[src/rtl/fetch_unit.sv]
// fetch_unit -- instruction fetch stage.
//
// Holds the program counter, fetches one 32-bit word at a time from
// instruction memory over a req/ack handshake, and presents it to the
// decode/execute stage until that stage retires it. At retirement the next
// PC is either the sequential address or the branch target chosen by the
// control unit's jmp_select. Retired instructions are counted.
//
// Ports:
//   clk         system clock, rising edge
//   clrn        asynchronous active-low reset
//   halt        while high, no new fetch is started
//   imem_req    fetch request (high for the whole FETCH state)
//   imem_addr   word-aligned byte address of the fetch (current pc)
//   imem_ack    memory data valid on imem_rdata (only used in FETCH)
//   imem_rdata  instruction word from memory
//   ir          instruction register
//   ir_op       ir[31:26], opcode to the control unit
//   ir_pc       byte address ir was fetched from
//   ir_valid    ir holds an instruction awaiting execution
//   ex_ready    execute stage retires the valid instruction this cycle
//   jmp_select  jump taken (sampled only on a retire cycle)
//   icount      retired-instruction counter (wraps)
module fetch_unit #(
  parameter logic [31:0] RESET_PC = 32'h0000_0000
) (
  input  logic        clk,
  input  logic        clrn,
  input  logic        halt,
  output logic        imem_req,
  output logic [31:0] imem_addr,
  input  logic        imem_ack,
  input  logic [31:0] imem_rdata,
  output logic [31:0] ir,
  output logic [5:0]  ir_op,
  output logic [31:0] ir_pc,
  output logic        ir_valid,
  input  logic        ex_ready,
  input  logic        jmp_select,
  output logic [31:0] icount
);

  typedef enum logic [1:0] {
    S_IDLE  = 2'd0,
    S_FETCH = 2'd1,
    S_VALID = 2'd2
  } state_t;

  state_t      state_q, state_d;
  logic [31:0] pc_q, pc_d;
  logic [31:0] ir_q, ir_d;
  logic [31:0] ir_pc_q, ir_pc_d;
  logic [31:0] icount_q, icount_d;

  logic [31:0] seq_pc;
  logic [31:0] branch_off;
  logic [31:0] jmp_target;

  // Both next-PC candidates are relative to the retiring instruction's own
  // address, not to pc_q, so they stay correct however pc_q is used later.
  assign seq_pc     = ir_pc_q + 32'd4;
  assign branch_off = {{14{ir_q[15]}}, ir_q[15:0], 2'b00};
  assign jmp_target = seq_pc + branch_off;

  always_comb begin
    state_d  = state_q;
    pc_d     = pc_q;
    ir_d     = ir_q;
    ir_pc_d  = ir_pc_q;
    icount_d = icount_q;
    case (state_q)
      S_IDLE: begin
        if (!halt) state_d = S_FETCH;
      end
      S_FETCH: begin
        // halt is deliberately not looked at here: an outstanding fetch
        // always completes and halt is re-evaluated at retire.
        if (imem_ack) begin
          ir_d    = imem_rdata;
          ir_pc_d = pc_q;
          state_d = S_VALID;
        end
      end
      S_VALID: begin
        if (ex_ready) begin
          pc_d     = jmp_select ? jmp_target : seq_pc;
          icount_d = icount_q + 32'd1;
          state_d  = halt ? S_IDLE : S_FETCH;
        end
      end
      default: state_d = S_IDLE;
    endcase
  end

  always_ff @(posedge clk or negedge clrn) begin
    if (!clrn) begin
      state_q  <= S_IDLE;
      pc_q     <= RESET_PC;
      ir_q     <= 32'd0;
      ir_pc_q  <= 32'd0;
      icount_q <= 32'd0;
    end else begin
      state_q  <= state_d;
      pc_q     <= pc_d;
      ir_q     <= ir_d;
      ir_pc_q  <= ir_pc_d;
      icount_q <= icount_d;
    end
  end

  // Handshake outputs come straight from the state register so they cannot
  // glitch on input changes.
  assign imem_req  = (state_q == S_FETCH);
  assign ir_valid  = (state_q == S_VALID);
  assign imem_addr = {pc_q[31:2], 2'b00};
  assign ir        = ir_q;
  assign ir_op     = ir_q[31:26];
  assign ir_pc     = ir_pc_q;
  assign icount    = icount_q;

endmodule

[config.mk]
export PLATFORM = sky130hd
export DESIGN_NAME = fetch_unit
export DESIGN_NICKNAME = d
export VERILOG_FILES = /design/src/rtl/fetch_unit.sv
export SDC_FILE = /design/constraint.sdc
export NUM_CORES = 1
export LEC_CHECK = 0
export ABC_AREA = 1
export CORE_ASPECT_RATIO = 2
export CORE_UTILIZATION = 55
export DETAILED_ROUTE_END_ITERATION = 10
export HOLD_SLACK_MARGIN = 0.06
export PLACE_DENSITY = 0.85
export SLEW_MARGIN = 20
export SYNTH_ARGS = -nofsm -noshare
export SYNTH_HDL_FRONTEND = slang
export SYNTH_SLANG_ARGS = --single-unit
export TNS_END_PERCENT = 30
[constraint.sdc]
create_clock -name clk -period 4.6 [get_ports clk]
set_input_delay 1.15 -clock clk [delete_from_list [all_inputs] [get_ports clk]]
set_output_delay 1.15 -clock clk [all_outputs]
set_load 0.03 [all_outputs]
# == After elaboration in Yosys (flattened, before gate mapping) ==
# Index checks and enable logic that the tools add are counted.
# totals
output_inout_bits,136
elab_cells,23
in_bits,38
regBits,130
# classes
add_sub_neg,3
n_mux,6
eq_ne,5
n_reduce_logical,4
# ops
operator,count
$add 32x1->32 const B,1
$add 32x3->32 const B,1
$add 32x32->32,1
$mux 32,1
$mux 2,3
$pmux 2 s3,1
$ne 2x1->1 const B,2
$reduce_and 2->1,2
$reduce_and 3->1,1
$eq 2x1->1 const B,1
$eq 2x2->1 const B,1
$logic_not 2->1,1
$ne 2x2->1 const B,1
$mux 1,1

# == Logic depth before layout (Yosys ltp) ==
# Gate-level depths: netlist of run 1.
# logic_depth
ltp_word,3
ltp_mapped,22
depth_no_buf,22

# == Least setup slack after synthesis of run 1 ==
# OpenSTA, ideal clock, no wires.
# synth_path
kind,flip-flop to flip-flop
startpoint,"register ir_pc_q[2], in the netlist ir_pc[2]"
endpoint,register pc_q[24]
path_buffers,0
path_stages_with_launch,17
slack_ns,1.689
t_arrival_ns,2.794
path_cell_list,dfrtp_1 > ha_1 > nand3_1 > nor2_1 > nand2_1 > nor2_1 > nand3_1 > xor2_1 > inv_1 > ha_1 > nand2_1 > nor4_1 > nand3_1 > nand4_1 > nand3_1 > nand2_1 > nand2_1
# synth_between
elab_chain_len,3
# synth_rtl
item,line_no,rtl
"start, declared",52,"logic [31:0] ir_pc_q, ir_pc_d;"
"start signal, assigned",106,ir_pc_q <= ir_pc_d;
$add 32x3->32 (*),61,assign seq_pc = ir_pc_q + 32'd4;
$add 32x32->32,63,assign jmp_target = seq_pc + branch_off;
$mux 32 (*),86,pc_d = jmp_select ? jmp_target : seq_pc;
"end signal, assigned",104,pc_q <= pc_d;
"end, declared",50,"logic [31:0] pc_q, pc_d;"
# Every way passes the cells marked *; elsewhere a longest branch is shown, timed or not.
# A chain may end at the register's enable or synchronous reset.

# == Final worst setup path of run 1 ==
# layout_path
startpoint,"register ir_pc_q[2], in the netlist ir_pc[2]"
endpoint,register pc_q[22]
# Same word-level chain as after synthesis.

==> key figures, run 1 <==
Run status
  • Status: complete, no violations

Floorplan
  • DIE HEIGHT: 179.4 um
  • Starting density of the core: 0.5631
  • Site row count: 64
  • Core Area: 15370 um^2
  • Number of I/O pins: 174
  • Chip width: 90.72 um
  • Die area: 16280 um^2

Pwr
  • Part of the power in the clock network: 0.146
  • Sequential share of power: 0.229
  • Sw Ratio: 0.5114
  • Worst vdd ir: 0.0005149 V
  • Overall power: 9.032 mW
  • Pleak: 5.357 nW
  • Switching power total: 4.619 mW
  • Internal power: 4.414 mW
  • Gate power share: 0.625
  • Pwr dens: 829.8 nW/um^2

Placement
  • Pre-CTS WS: 1.057 ns
  • Cell Area, Placed: 10300 um^2
  • # port buffers: 171
  • DP Wirelength: 18.71 mm
  • GP Congestion: 0.9474

Logic synthesis
  • Number of synthesized register bits: 130
  • Fraction of the mapped netlist area in simple logic gates: 0.2675
  • Mapped Avg Cell Area: 7.463 um^2
  • Post-synthesis mux area share: 0.05073
  • Netlist Area Pre-Place: 8657 um^2
  • Commonest cells post-synth: 332 x nand2_1, 150 x inv_1, 130 x dfrtp_1
  • Area contributors post-synth: dfrtp_1 38%, nand2_1 14%, inv_1 6.5%
  • Compound-Gate Fraction of Synth Area: 0.07342
  • Xor and xnor area share after synthesis: 0.06576
  • Sequential-to-total area share from yosys stat: 0.3758
  • Largest family of logic cells by synthesized area: simple AND/OR/NAND/NOR gates
  • Post-synth EDFFs: 0
  • Post-synth ARST share: 1.000
  • Top_reg_cell synth: dfrtp_1
  • Synth warnings: 0
  • Post-Synth Adder-Cell Area: 0.05723
  • Most common cell in the synthesized netlist: nand2_1
  • Unique masters post-synth: 35
  • Post-synth top area cell: dfrtp_1
  • Mapped Cells: 1160
  • Share of the synthesized area in the top cell type: 0.3758

Worst setup path
  • Critical Path Sink Type: flop
  • WP data arrival: 4.03 ns
  • Worst reg2reg setup slack: 0.89 ns
  • Crit start category: flop
  • Crit-path max FO: 6
  • CP Data Required Time: 4.92 ns
  • Type of the worst setup path: reg2reg

STA
  • Slew Viols, Final: 0
  • Worst setup margin: 0.8881 ns
  • Slew margin rel.: 0.3172
  • Worst hold slack: 0.4786 ns
  • Clock skew: 0.009021 ns
  • RSZ-0062 raised after global routing: no
  • Period utilisation layout: 0.8069
  • Slew of the pin with the lowest slew margin: 1.024 ns
  • Setup-failing EPs final: 0
  • F_max: 269.4 MHz
  • Final Hold Vio Count: 0
  • Tmin final: 3.712 ns
  • Setup TNS: 0 ns

CTS
  • Clock Tree Buf Depth: 2
  • Post-CTS Hold Buffers: 0
  • Htree depth: 4
  • CTS tree: built
  • Clock Sinks: 130
  • Post-CTS setup buffer count: 0
  • Number of CTS-inserted buffers: 17
  • PostCTS Resize Cnt: 0
  • Clock transition at path regs: 0.07 ns
  • CTS root buf: clkbuf_16
  • Clock latency on the worst-skew pair: 0.44 ns

GRT
  • Pin count of the biggest net entering global routing: 109
  • Initial antenna violation count: 0
  • First-pass GRT wire length: 41.50 mm
  • Gr ovfl total: 0
  • Vias in the first global route: 8559
  • Gr usage total: 0.3274

Detailed routing
  • DR WL/cell: 16.83 um
  • Antenna viol nets, final: 0
  • Routed vias: 8288
  • Vias/cell: 5.496
  • DRT Pass-1 Iters: 5
  • Total Wirelength: 25.38 mm
  • DR DRC count: 0
  • DR iter-0 viols: 580

Final layout
  • # diodes: 0
  • Design area: 10890 um^2
  • Fill cell count: 1230
  • Footprint of the multi-input gates: 4471 um^2
  • Layout area overhead: 25.74%
  • Layout net count: 1374
  • Share of layout cells above drive strength 1: 0.07023
  • FF/Latch Area: 3253 um^2

Job
  • Max-cap violations: 0

Worst hold path
  • Hold Path Class: reg2reg
## stage by stage
stage | utilization | cells
final | 0.7080 | 1508
after CTS | 0.7062 | 1507
after global placement | 0.6697 | 1475
after global routing | 0.7080 | 1508
after floorplan | - | 1161
after detailed placement | 0.6697 | 1475
## cells by family after synthesis
logic type               Yosys count
other                              1
AO/OA/AOI/OAI                    119
multiplexers                      39
XOR/XNOR                          65
AND/OR/NAND/NOR                  555
flip-flops                       130
buffers and inverters            212
adder cells (fa/ha/maj)           39
## cells in the final DEF, fill, tap and decap left out, types with 7 or more instances in the layout
cell type        netlist  final
nand2_1              332    331
clkdlybuf4s50_1        0    170
inv_1                150    150
dfrtp_1              130    130
nor2_1               102    102
nand3_1               66     66
a21oi_1               58     58
o21ai_0               44     44
xor2_1                40     40
mux2_2                39     39
ha_1                  38     38
xnor2_1               25     25
nor3_1                21     21
clkbuf_16              0     17
nand4_1               14     14
o211ai_1               7      7
inv_6                  0      7
## area by class of cell
class | instances | share of cell area
clock buffer | 17 | 0.03908
clock inverter | 15 | 0.01253
inverter | 151 | 0.05207
multi-input combinational | 819 | 0.4107
sequential | 130 | 0.2989
tap | 198 | 0.02276
timing repair buffer | 178 | 0.1640
## state kept, by name, summed over array words and instances (netlist names)
name	flops
icount	32
ir	32
state_q	2
ir_pc	32
pc_q	32
## critical path: stages, from the launching register on
cell,delay [ns]
dfrtp_1,0.44
ha_1,0.18
nand3_1,0.07
nor2_1,0.20
inv_1,0.09
nor3_1,0.65
xor2_1,0.26
inv_1,0.08
ha_1,0.35
nand2_1,0.14
o21ai_0,0.35
inv_1,0.07
nand3_1,0.23
nand2_1,0.09
nand2_1,0.09
nor2_1,0.05
o21ai_0,0.18
nand2_1,0.07
## power groups by stage
stage / clock, mW / sequential [mW] / combinational (mW)
6_report: 1.32 / 2.07 / 5.64
5_1_grt: 1.38 / 2.13 / 6.15
4_1_cts: 1.32 / 2.06 / 5.58
3_5_place_dp: 0 / 2.07 / 5.50
3_3_place_gp: 0 / 2.05 / 5.41
2_1_floorplan: 0 / 2.57 / 3.32
## path summary, 6_finish.rpt
path                            start          to  cells after the start
setup / recovery             ir_pc[2]    pc_q[22]                     17
hold / removal             icount[31]  icount[31]                      1
setup reg to reg             ir_pc[2]    pc_q[22]                     17
hold reg to reg            icount[31]  icount[31]                      1
max in group asynchronous        clrn   icount[1]                      3
min in group asynchronous        clrn  icount[31]                      1
## layer usage
| layer | vias up | track usage | wire length [um] |
|---|---|---|---|
| li1 | 3928 | - | - |
| met1 | 3880 | 0.3287 | 8635 |
| met2 | 368 | 0.5967 | 13610 |
| met3 | 112 | 0.04780 | 1338 |
| met4 | 0 | 0.2458 | 1788 |
| met5 | - | 0 | 0 |
No activity file was read; power rests on OpenSTA's default activity.
==> run 2: changes to the inputs <==
Settings changed: CORE_UTILIZATION 55 to 48, PLACE_DENSITY 0.85 to 0.78.
Clock period 4.6 ns to 3 ns, I/O delays scaled along.
==> run 2 against run 1 <==
Compared with the run above: the flow now finishes with violations (setup timing); largest power group unchanged; largest cell class unchanged; register-to-register slack worse by 0.94 ns; sequential share of layout area fell by 3.7 points; clock skew is 0.0023 ns higher; critical path depth is 5 higher; combinational power grew 99%; maximum frequency is 21% higher.
==> key figures, run 2 (same netlist as run 1, synthesis figures left out) <==
Worst setup path
  • CP Data Required Time: 3.33 ns
  • WP data arrival: 3.39 ns
  • Critical path's top delay family: simple AND/OR/NAND/NOR gates
  • Type of the worst setup path: reg2reg
  • Crit start category: flop
  • Reg2reg start: ir_pc[3]
  • Critical Path Sink Type: flop
  • CP most frequent cell: nand2_1
  • Worst Setup SP: ir_pc[3]
  • Worst-path cell chain: ha_4, nand3_1, nor2_1, nand2_1, nor2_1, buf_4, nand3_1, xor2_1, inv_1, ha_4, nand2_1, buf_4, nor2_4, nand2_1, nand2_1, nand2_1, nand2_1, inv_1, nand2_1, nand2_1, nand3_1, a21oi_2
  • CP max stage delay: 0.42 ns
  • Worst path buffer plus inverter count: 4
  • Worst reg2reg setup slack: -0.06 ns
  • Slowest CP cell: dfrtp_2
  • Crit-path max FO: 5

GRT
  • Initial antenna violation count: 0
  • Gr usage total: 0.3023
  • First-pass GRT wire length: 43.44 mm
  • Gr ovfl total: 0
  • Vias in the first global route: 8675
  • Pin count of the biggest net entering global routing: 46

CTS
  • Post-CTS Hold Buffers: 0
  • Htree depth: 4
  • Clock Tree Buf Depth: 2
  • Clock latency on the worst-skew pair: 0.44 ns
  • Number of CTS-inserted buffers: 17
  • Clock Sinks: 130
  • CTS root buf: clkbuf_16
  • Clock transition at path regs: 0.07 ns
  • CTS tree: built

Pwr
  • Sequential share of power: 0.190
  • Part of the power in the clock network: 0.132
  • Overall power: 16.57 mW
  • Gate power share: 0.678
  • Switching power total: 8.036 mW
  • Pleak: 6.024 nW
  • Worst vdd ir: 0.0009343 V
  • Internal power: 8.537 mW
  • Sw Ratio: 0.4849
  • Pwr dens: 1330 nW/um^2

Detailed routing
  • DR DRC count: 0
  • Antenna viol nets, final: 0
  • Total Wirelength: 28.72 mm
  • DR iter-0 viols: 416
  • Vias/cell: 5.383
  • Routed vias: 8806
  • DRT Pass-1 Iters: 5
  • DR WL/cell: 17.56 um

Floorplan
  • Number of I/O pins: 174
  • Starting density of the core: 0.4891
  • Core Area: 17700 um^2
  • Die area: 18610 um^2
  • Site row count: 69
  • Chip width: 96.96 um
  • DIE HEIGHT: 191.9 um

STA
  • Period utilisation layout: 1.019
  • Slew of the pin with the lowest slew margin: 0.7936 ns
  • RSZ-0062 raised after global routing: yes
  • Clock skew: 0.01130 ns
  • Tmin final: 3.056 ns
  • Final Hold Vio Count: 0
  • Setup-failing EPs final: 8
  • Worst hold slack: 0.2468 ns
  • Worst setup margin: -0.05612 ns
  • Slew margin rel.: 0.4704
  • Slew Viols, Final: 0
  • F_max: 327.2 MHz

Final layout
  • Layout net count: 1487
  • Design area: 12460 um^2
  • Layout area overhead: 43.94%
  • # diodes: 0
  • Most frequent cells in the layout: 306 x nand2_1, 170 x clkdlybuf4s50_1, 144 x inv_1, 124 x dfrtp_1, 114 x buf_4
  • Most common cell after layout, fill and taps aside: nand2_1
  • Final core utilization: 0.7041
  • Share of layout cells above drive strength 1: 0.2242
  • Final Instance Count excl. Fillers: 1636

Placement
  • Cell Area, Placed: 11120 um^2
  • # port buffers: 171
  • GP Congestion: 0.9979
  • DP Wirelength: 21.28 mm
  • Placed cells: 1591

Run status
  • Status: finished, violations left
  • Failing checks: setup timing

Worst hold path
  • Hold Path Class: in2async

Job
  • Max-cap violations: 0
-- run 2: cell types whose count changed in the layout (fill, tap and decap cells not counted), moves of 15 or more --
cell | before | now
a21oi_1 | 58 | 41
buf_4 | 6 | 114
ha_1 | 38 | 23
nand2_1 | 331 | 306
nand2_2 | 1 | 25
nor2_1 | 102 | 87
-- run 2: worst register-to-register path: stages (launching register included) --
cell and delay, ns:
dfrtp_2 0.42, ha_4 0.16, nand3_1 0.10, nor2_1 0.16, nand2_1 0.11, nor2_1 0.13
buf_4 0.16, nand3_1 0.11, xor2_1 0.22, inv_1 0.10, ha_4 0.30, nand2_1 0.07
buf_4 0.15, nor2_4 0.14, nand2_1 0.11, nand2_1 0.10, nand2_1 0.05, nand2_1 0.07
inv_1 0.05, nand2_1 0.05, nand2_1 0.05, nand3_1 0.09, a21oi_2 0.06
-- run 2: worst paths after layout --
kind / end / depth (start not counted)
max in group asynchronous: pc_q[28] / 2
worst max-delay path: pc_q[31] / 22
min in group clk: icount[31] / 1
worst min-delay path: icount[31] / 1
worst min register to register: icount[31] / 1
worst max register to register: pc_q[31] / 22
-- run 2: layout make-up --
class,instances,area (um^2)
clock buffers,19,452.9
clock inverters,13,157.7
repair buffers,291,2671
well taps,213,266.5
fillers,1359,5238
inverters,151,566.8
multi-input cells,819,5085
flip-flops and latches,130,3261
-- run 2: timing repair --
item | in CTS | in global routing
resized for setup | 13 | 132
setup buffers | 0 | 13
endpoints found under the hold margin | 0 | 0
pin swaps | 1 | 32
endpoints found under the setup margin | 14 | 23
-- run 2: power by group through the flow --
stage / clock network, mW / registers [mW] / logic, mW
floorplan: 0 / 3.93 / 5.09
global placement: 0 / 3.09 / 9.64
detailed placement: 0 / 3.11 / 9.74
CTS: 2.20 / 3.09 / 9.91
global route: 2.25 / 3.23 / 12.1
finish: 2.18 / 3.15 / 11.2
-- run 2: per-stage QoR --
stage / setup slack (ns) / setup TNS, ns
after floorplan: 0.08927 / 0
after global placement: -0.2447 / -0.7644
after detailed placement: -0.2519 / -0.9477
after CTS: -0.05156 / -0.08597
after global routing: -0.2800 / -3.372
final: -0.05612 / -0.2799
-- run 2: per-layer routing --
metal | part of all wire | GRT usage | wire length, um
met2 | 0.53 | 0.5639 | 15250
met5 | 0 | 0 | 0
met4 | 0.080 | 0.2336 | 2288
met1 | 0.34 | 0.2966 | 9781
met3 | 0.049 | 0.04330 | 1401
==> run 3: changes to the inputs <==
Settings changed: ABC_CLOCK_PERIOD_IN_PS set to 3000, PLACE_DENSITY 0.78 to 0.76.
==> run 3 against run 2 <==
Compared with the run above: the run still ends with setup timing left; first-iteration DRC count is 2.4% higher; critical path type unchanged; die area stayed put; flip-flop and latch count unchanged; routed wire length barely moved; worst setup slack improved by 0.055 ns; maximum frequency up 1.8%; global-route usage increased by 0.54 points; non-clock buffer count unchanged.
==> key figures, run 3 (same netlist as run 1, synthesis figures left out) <==
CTS
  • Clock Sinks: 130
  • CTS root buf: clkbuf_16
  • Clock transition at path regs: 0.06 ns
  • Clock latency on the worst-skew pair: 0.43 ns
  • Clock Tree Buf Depth: 2
  • CTS tree: built
  • Htree depth: 4
  • Number of CTS-inserted buffers: 17
  • Post-CTS Hold Buffers: 0

STA
  • Slew margin rel.: 0.6152
  • Slew of the pin with the lowest slew margin: 0.5771 ns
  • Worst hold slack: 0.2657 ns
  • Worst setup margin: -0.001341 ns
  • RSZ-0062 raised after global routing: yes
  • Final Hold Vio Count: 0
  • Period utilisation layout: 1.000
  • Tmin final: 3.001 ns
  • F_max: 333.2 MHz
  • Setup-failing EPs final: 2
  • Clock skew: 0.01332 ns
  • Slew Viols, Final: 0

Worst setup path
  • Worst path buffer plus inverter count: 2
  • R2R depth: 17
  • CP most frequent cell: nand2_1
  • CP max stage delay: 0.44 ns
  • Crit start category: flop
  • WP data arrival: 3.31 ns
  • WP depth: 17
  • Critical path's top delay family: simple AND/OR/NAND/NOR gates
  • Slowest CP cell: dfrtp_1
  • Type of the worst setup path: reg2reg
  • CP Data Required Time: 3.30 ns
  • Critical Path Sink Type: flop
  • Worst-path cell chain: nand2_2, nor2_4, nand2_1, buf_4, xnor2_2, ha_1, a21oi_1, buf_4, o21ai_0, nand2_1, nand3_2, nand2_1, nand2_1, nand2_1, nand2_1, o21ai_0, nand2_1
  • Crit-path max FO: 5

Worst hold path
  • Hold Path Class: in2async

Floorplan
  • Number of I/O pins: 174
  • Site row count: 69
  • DIE HEIGHT: 191.9 um
  • Core Area: 17700 um^2
  • Die area: 18610 um^2
  • Starting density of the core: 0.4891
  • Chip width: 96.96 um

Final layout
  • Fill cell count: 1434
  • Footprint of the multi-input gates: 4916 um^2
  • Layout net count: 1487
  • Most frequent cells in the layout: 310 x nand2_1, 170 x clkdlybuf4s50_1, 144 x inv_1, 128 x dfrtp_1, 115 x buf_4
  • FF/Latch Area: 3256 um^2
  • Most common cell after layout, fill and taps aside: nand2_1
  • Design area: 12250 um^2
  • Layout area overhead: 41.52%
  • Share of layout cells above drive strength 1: 0.2073
  • # diodes: 0

Detailed routing
  • Total Wirelength: 28.70 mm
  • M1 WL: 9.718 mm
  • DR iter-0 viols: 426
  • DR WL/cell: 17.54 um
  • Wire length on met2: 15.56 mm
  • Antenna viol nets, final: 0
  • Highest routed metal layer: met4
  • DRT Pass-1 Iters: 7
  • DR DRC count: 0
  • Vias/cell: 5.373
  • Routed vias: 8791
  • Routed wl met3: 1.186 mm

Job
  • Max-cap violations: 0

Pwr
  • Switching power total: 7.852 mW
  • Overall power: 16.14 mW
  • Sw Ratio: 0.4865
  • Pleak: 5.974 nW
  • Internal power: 8.288 mW
  • Worst vdd ir: 0.0008229 V
  • Gate power share: 0.675
  • Pwr dens: 1317 nW/um^2
  • Sequential share of power: 0.198
  • Part of the power in the clock network: 0.127

Placement
  • # port buffers: 171
  • DP Wirelength: 21.65 mm
  • GP Congestion: 0.9810
  • Cell Area, Placed: 11140 um^2

GRT
  • Gr usage total: 0.3077
  • First-pass GRT wire length: 44.06 mm
  • Initial antenna violation count: 0
  • Vias in the first global route: 8803
  • Gr ovfl total: 0
  • Pin count of the biggest net entering global routing: 54

Run status
  • Status: finished, violations left
  • Failing checks: setup timing
[run 3: cell types whose count changed in the layout (fill, tap and decap cells not counted), moves of 4 or more]
cell,previous run,this run
nand2_1,306,310
xor2_2,10,6
dfrtp_1,124,128
a21oi_2,14,10
ha_1,23,28
dfrtp_2,6,2
ha_4,14,7
a21oi_1,41,46
[run 3: worst paths after layout]
path / start / end / slack, ns
min: clrn / icount[24] / 0.27
min in group clk: icount[31] / icount[31] / 0.48
max in group asynchronous: clrn / ir_pc[30] / 2.03
max reg2reg: ir_pc[4] / pc_q[22] / -0.001
max: ir_pc[4] / pc_q[22] / -0.001
min reg2reg: icount[31] / icount[31] / 0.48
[run 3: final cells by class]
class / count / area share
clock buffers: 25 / 0.04126
multi-input cells: 819 / 0.4012
repair buffers: 291 / 0.2177
well taps: 213 / 0.02175
flip-flops and latches: 130 / 0.2657
clock inverters: 7 / 0.006025
inverters: 151 / 0.04626
[run 3: power by group through the flow]
stage,combinational (mW),clock (mW),sequential (mW)
2_1_floorplan,5.09,0,3.93
3_3_place_gp,9.66,0,3.15
3_5_place_dp,9.76,0,3.18
4_1_cts,10.1,2.07,3.17
5_1_grt,11.7,2.14,3.28
6_report,10.9,2.05,3.20
[run 3: what timing repair did]
| item | in CTS | in global routing |
|---|---|---|
| pin swaps | 3 | 16 |
| endpoints found under the setup margin | 17 | 24 |
| buffers inserted | 3 | 8 |
| gates resized for setup | 34 | 83 |
[run 3: per-layer routing]
layer	global-route usage	vias to the layer above
li1	-	4154
met1	0.2999	4150
met2	0.5734	363
met3	0.04330	124
met4	0.2451	0
met5	0	-
[run 3: through the flow]
| step | worst slack, ns | TNS, ns | instances | utilization |
|---|---|---|---|---|
| floorplan | 0.08927 | 0 | 1161 | - |
| global placement | -0.2789 | -1.667 | 1593 | 0.6293 |
| detailed placement | -0.3057 | -2.265 | 1593 | 0.6293 |
| CTS | 0.001610 | 0 | 1628 | 0.6707 |
| global route | -0.2190 | -3.006 | 1636 | 0.6923 |
| finish | -0.001341 | -0.002653 | 1636 | 0.6923 |
[run 3: worst register-to-register path, cell delays in order, from the launching register on]
cell and delay (ns):
dfrtp_1 0.44, nand2_2 0.10, nor2_4 0.19, nand2_1 0.16
buf_4 0.18, xnor2_2 0.22, ha_1 0.33, a21oi_1 0.21
buf_4 0.15, o21ai_0 0.07, nand2_1 0.09, nand3_2 0.16
nand2_1 0.11, nand2_1 0.12, nand2_1 0.09, nand2_1 0.04
o21ai_0 0.15, nand2_1 0.07
